File: src/rtl/vd_speed_cmd.sv
// Command generator for the vehicle speed FSM: steps the FSM toward a latched
// target with single-cycle LR pulses and confirms each step on speed_fb.
module vd_speed_cmd #(
   parameter int W       = 4,
   parameter int SETTLE  = 1,
   parameter int TIMEOUT = 8
) (
   input  logic         clk,
   input  logic         reset,
   input  logic         start,
   input  logic [W-1:0] target,
   input  logic [W-1:0] speed_fb,
   output logic [1:0]   LR,
   output logic         busy,
   output logic         done,
   output logic         err,
   output logic [W-1:0] steps
);

   // state    | meaning
   // IDLE     | waiting for start, LR held at 00
   // CMP      | compare speed_fb with latched target, choose direction
   // CMD      | LR carries the chosen command for exactly one cycle
   // SETTLE   | LR=00 for SETTLE cycles before looking at feedback
   // WAITMV   | wait for speed_fb to leave the pre-command value, bounded by TIMEOUT
   // DONE     | target reached, done high for this single cycle
   // ERR      | FSM did not respond, err set (sticky)
   typedef enum logic [2:0] {
      S_IDLE,
      S_CMP,
      S_CMD,
      S_SETTLE,
      S_WAITMV,
      S_DONE,
      S_ERR
   } state_t;

   localparam logic [1:0] LR_HOLD = 2'b00;
   localparam logic [1:0] LR_INC  = 2'b01;
   localparam logic [1:0] LR_DEC  = 2'b10;

   localparam logic [3:0] SETTLE_LD  = 4'(SETTLE - 1);
   localparam logic [7:0] TIMEOUT_LD = 8'(TIMEOUT - 1);

   state_t         state_q, state_d;
   logic [W-1:0]   tgt_q, tgt_d;
   logic [W-1:0]   prev_q, prev_d;
   logic [W-1:0]   steps_q, steps_d;
   logic [3:0]     settle_q, settle_d;
   logic [7:0]     tmo_q, tmo_d;
   logic [1:0]     lr_q, lr_d;
   logic           busy_q, busy_d;
   logic           done_q, done_d;
   logic           err_q, err_d;

   always_comb begin
      state_d  = state_q;
      tgt_d    = tgt_q;
      prev_d   = prev_q;
      steps_d  = steps_q;
      settle_d = settle_q;
      tmo_d    = tmo_q;
      err_d    = err_q;
      lr_d     = LR_HOLD;

      unique case (state_q)
         S_IDLE: begin
            if (start) begin
               tgt_d   = target;
               steps_d = '0;
               err_d   = 1'b0;
               state_d = S_CMP;
            end
         end
         S_CMP: begin
            if (speed_fb == tgt_q) begin
               state_d = S_DONE;
            end else if (speed_fb < tgt_q) begin
               lr_d    = LR_INC;
               state_d = S_CMD;
            end else begin
               lr_d    = LR_DEC;
               state_d = S_CMD;
            end
         end
         S_CMD: begin
            prev_d   = speed_fb;
            if (steps_q != '1) begin
               steps_d = steps_q + 1'b1;
            end
            settle_d = SETTLE_LD;
            state_d  = S_SETTLE;
         end
         S_SETTLE: begin
            if (settle_q == '0) begin
               tmo_d   = TIMEOUT_LD;
               state_d = S_WAITMV;
            end else begin
               settle_d = settle_q - 1'b1;
            end
         end
         S_WAITMV: begin
            // any change counts as a completed step; overshoot is fixed up by CMP
            if (speed_fb != prev_q) begin
               state_d = S_CMP;
            end else if (tmo_q == '0) begin
               err_d   = 1'b1;
               state_d = S_ERR;
            end else begin
               tmo_d = tmo_q - 1'b1;
            end
         end
         S_DONE: begin
            state_d = S_IDLE;
         end
         S_ERR: begin
            state_d = S_IDLE;
         end
         default: begin
            state_d = S_IDLE;
         end
      endcase

      busy_d = (state_d == S_CMP) || (state_d == S_CMD) ||
               (state_d == S_SETTLE) || (state_d == S_WAITMV);
      done_d = (state_d == S_DONE);
   end

   always_ff @(posedge clk) begin
      if (reset) begin
         state_q  <= S_IDLE;
         tgt_q    <= '0;
         prev_q   <= '0;
         steps_q  <= '0;
         settle_q <= '0;
         tmo_q    <= '0;
         lr_q     <= LR_HOLD;
         busy_q   <= 1'b0;
         done_q   <= 1'b0;
         err_q    <= 1'b0;
      end else begin
         state_q  <= state_d;
         tgt_q    <= tgt_d;
         prev_q   <= prev_d;
         steps_q  <= steps_d;
         settle_q <= settle_d;
         tmo_q    <= tmo_d;
         lr_q     <= lr_d;
         busy_q   <= busy_d;
         done_q   <= done_d;
         err_q    <= err_d;
      end
   end

   assign LR    = lr_q;
   assign busy  = busy_q;
   assign done  = done_q;
   assign err   = err_q;
   assign steps = steps_q;

endmodule

File: config.mk
export PLATFORM = sky130hd
export DESIGN_NAME = vd_speed_cmd
export DESIGN_NICKNAME = d
export VERILOG_FILES = /design/src/rtl/vd_speed_cmd.sv
export SDC_FILE = /design/constraint.sdc
export NUM_CORES = 1
export LEC_CHECK = 0
export ABC_AREA = 1
export BUFFER_PORTS_ARGS = -buffer_cell sky130_fd_sc_hd__buf_2
export CAP_MARGIN = 20
export CORE_MARGIN = 10
export CORE_UTILIZATION = 57
export DETAILED_ROUTE_END_ITERATION = 6
export PLACE_DENSITY = 0.76
export REMOVE_ABC_BUFFERS = 1
export SLEW_MARGIN = 20
export SYNTH_ARGS = -nofsm -noshare
export SYNTH_HDL_FRONTEND = slang
export SYNTH_SLANG_ARGS = --single-unit
File: constraint.sdc
create_clock -name clk -period 1.7 [get_ports clk]
set_input_delay 0.17 -clock clk [delete_from_list [all_inputs] [get_ports clk]]
set_output_delay 0.17 -clock clk [all_outputs]
set_load 0.02 [all_outputs]
==> impl_results.md <==
- Critical Path Slowest Stage Cell: dfxtp_1
- Buffers on Ports: 19
- I/O pins: 20
- Vias in the first global route: 1434
- # nets final: 281
- Top-count cell post-synth: nand2_1
- Share of layout cells above drive strength 1: 0.152
- GRT overflow: 0
- Crit path time final: 1.54 ns
- CP Data Required Time: 1.93 ns
- R2r startpoint: tmo_q[0]
- Number of cells on the worst reg-to-reg path: 11
- H-tree levels: 2
- Reg2reg end: busy
- Final setup viols: 0
- Slew Viols, Final: 0
- Overall Global Routing Usage: 0.137
- P_int: around 1.2 mW
- Synth cell count leaders: nand2_1, dfxtp_1, inv_1
- Worst Path Arrival: roughly 1.8 ns
- Post-Synth Simple-Gate Area: 0.295
- CP Max Fanout: 7
- Synth top area share: 0.388
- Cell Area, Placed: 1790 um2
- Drt wl/cell: 11.6 um
- Final hold viol count: 0
- FF-to-FF setup slack: 0.16 ns
- Seq cells post-synth: 32
- Largest family of logic cells by synthesized area: simple AND/OR/NAND/NOR gates
- Max incr delay on CP: 0.31 ns
- Switching share of power: 0.335
- First-pass iteration count of the detailed router: 5
- Layout area overhead: 12.0%
- Pleak: about 0.9 nW
- Drt total wl: approximately 3.4 mm
- Nature of the critical path endpoint: register
- Part of the cycle the worst path needs: 0.908
- Largest net degree at the start of global routing: 16
- Setup TNS: 0 ns
- CTS Buf Count: 5
- Combinational share of power: 0.280
- Hold path cells: 3
- Number of synthesized flops with an enable pin: 0
- Maximum VDD drop: approximately 0.9 mV
- Root Driver: clkbuf_4
- PwrDens: between 900 and 1000 nW/um2
- Share of flip-flops with an asynchronous set or reset: 0
- CTS Buffer Depth: 2
- Total core area: between 2000 and 3000 um2
- Initial antenna violation count: 0
- Max Freq: about 0.65 GHz
- CTS sink count: 32
- Mux cell area share after synthesis: 0
- Post-DP HPWL: about 2.6 mm
- First-pass GRT wire length: 6.02 mm
- Unique cell type count in the Yosys netlist: 26
- Hold Path Class: in2reg
- Post-Synth Adder-Cell Area: 0.0606
- Total die area: approximately 5500 um2
- DRC errors left: 0
- GPL Wtd Cong: 0.825
- N_diodes: 0
- Switching Power: about 610 uW
- Clk Latency, worst-skew pair: 0.33 ns
- TritonCTS clock tree: built
- Clk network pwr share: 0.246
- Xor-xnor portion of the synthesized cell area: 0.0265
- Post-synth top area cell: dfxtp_1
- 1st-iter DRT viols: 97
- Via count: between 1500 and 2000
- Kind of critical path: reg2reg
- Mapped Cells: 237
- Max Cap Viol: 0
- Post-Syn Area: about 1700 um2
- Syn avg cell area: around 7.0 um2
- Detail Route Antenna Nets: 0
- Setup repair after global routing missed its margin: no
- Post-synthesis compound-gate area fraction: 0.138
- Slew HR: 0.697
- Die W: around 74 um
- Critical Path End: busy
- Top area cells in the synthesized netlist: dfxtp_1, nand2_1, a21oi_1
- Postcts setup bufs: 0
- Initial Util: 0.599
- Main synth FF type: dfxtp_1
- Worst Skew: 0.00634 ns
- Crit-path cells: inv_1 > ha_1 > nand3_1 > nor2_2 > nor2_1 > nor2_1 > nor2_1 > nand2_1 > nand2_1 > nand2_1 > nor2_1
- Flop pwr share: 0.473
- Vias/cell: 5.19
- CP Launch Type: register
- Least-Margin Pin Slew: about 0.45 ns
- Post-route cell area: 1850 um2
- DIE HEIGHT: about 74 um
- Rows: 19
- Most frequent CP cell: nor2_1
- Worst Setup SP: tmo_q[0]
- Clock transition at path regs: around 0.10 ns
- Outcome: complete, no violations
- Register area share after synthesis: 0.388
- YS warnings: 0
-- cells by family (layout without fill, tap and decap cells) --
kind of cell | Yosys count | count (layout)
DFF | 32 | 32
and+or+nand+nor | 111 | 111
buffers and inverters | 39 | 65
adders and majority gates | 8 | 8
xor gates and xnor gates | 5 | 5
AOI/OAI and AO/OA | 42 | 42
-- final cells by class --
class	count	area (um2)
well taps	31	38.8
multi-input cells	166	862
repair buffers	22	118
flip-flops and latches	32	641
inverters	35	131
clock buffers	8	58.8
fillers	245	908
-- per-stage QoR --
step	power (mW)	setup WS, ns	util	instances	hold WS, ns
floorplan	1.25	0.243	-	233	0.239
global placement	1.38	0.173	0.648	286	0.439
detailed placement	1.40	0.138	0.648	286	0.448
CTS	1.84	0.111	0.670	294	0.0939
global route	1.96	0.0198	0.671	294	0.148
finish	1.83	0.156	0.671	294	0.101
-- critical path: cells and delay by family (launching register included) --
kind	cells	cell delay [ns]
DFF	1	0.31
adders and majority gates	1	0.18
buffers and inverters	1	0.16
and+or+nand+nor	9	0.80
-- power by group through the flow --
stage          combinational [mW]  clock [mW]  sequential [mW]
5_1_grt                     0.591       0.493            0.876
4_1_cts                     0.514       0.461            0.867
2_1_floorplan               0.353           0            0.898
6_report                    0.513       0.451            0.867
3_5_place_dp                0.512           0            0.884
3_3_place_gp                0.500           0            0.884
-- registers in the layout (all words and copies together) (netlist names) --
| register | flops |
|---|---|
| state_q | 3 |
| settle_q | 4 |
| tgt_q | 4 |
| LR | 2 |
| tmo_q | 8 |
| done | 1 |
| err | 1 |
| busy | 1 |
| steps | 4 |
| prev_q | 4 |
-- timing repair --
action,CTS,global route
hold buffers,0,0
resized for setup,0,2
setup endpoints to repair,0,1
-- cells in the final DEF, fill, tap and decap left out, types with 5 or more instances in the layout --
cell	synthesis	routed
nor2_1	30	29
clkbuf_4	0	5
buf_2	1	19
a21oi_1	24	24
nand3_1	12	12
nand2_1	48	48
xor2_1	5	5
dfxtp_1	32	32
ha_1	8	8
inv_1	32	32
nor3_1	9	9
o21ai_0	13	12
-- per-layer routing --
metal	up-vias	share of wire	track usage
met4	0	0.019	0.0600
met2	33	0.43	0.209
met3	8	0.073	0.0592
met5	-	0	0
li1	811	-	-
met1	675	0.48	0.161
-- worst min-delay path by stage --
stage	startpoint	endpoint	slack (ns)
floorplan	reset	state_q[2]	0.24
global placement	settle_q[0]	settle_q[0]	0.44
detailed placement	tgt_q[0]	tgt_q[0]	0.45
CTS	target[0]	tgt_q[0]	0.09
finish	target[0]	tgt_q[0]	0.10
global route	target[1]	tgt_q[1]	0.15
(Power assumes the default switching activity.)
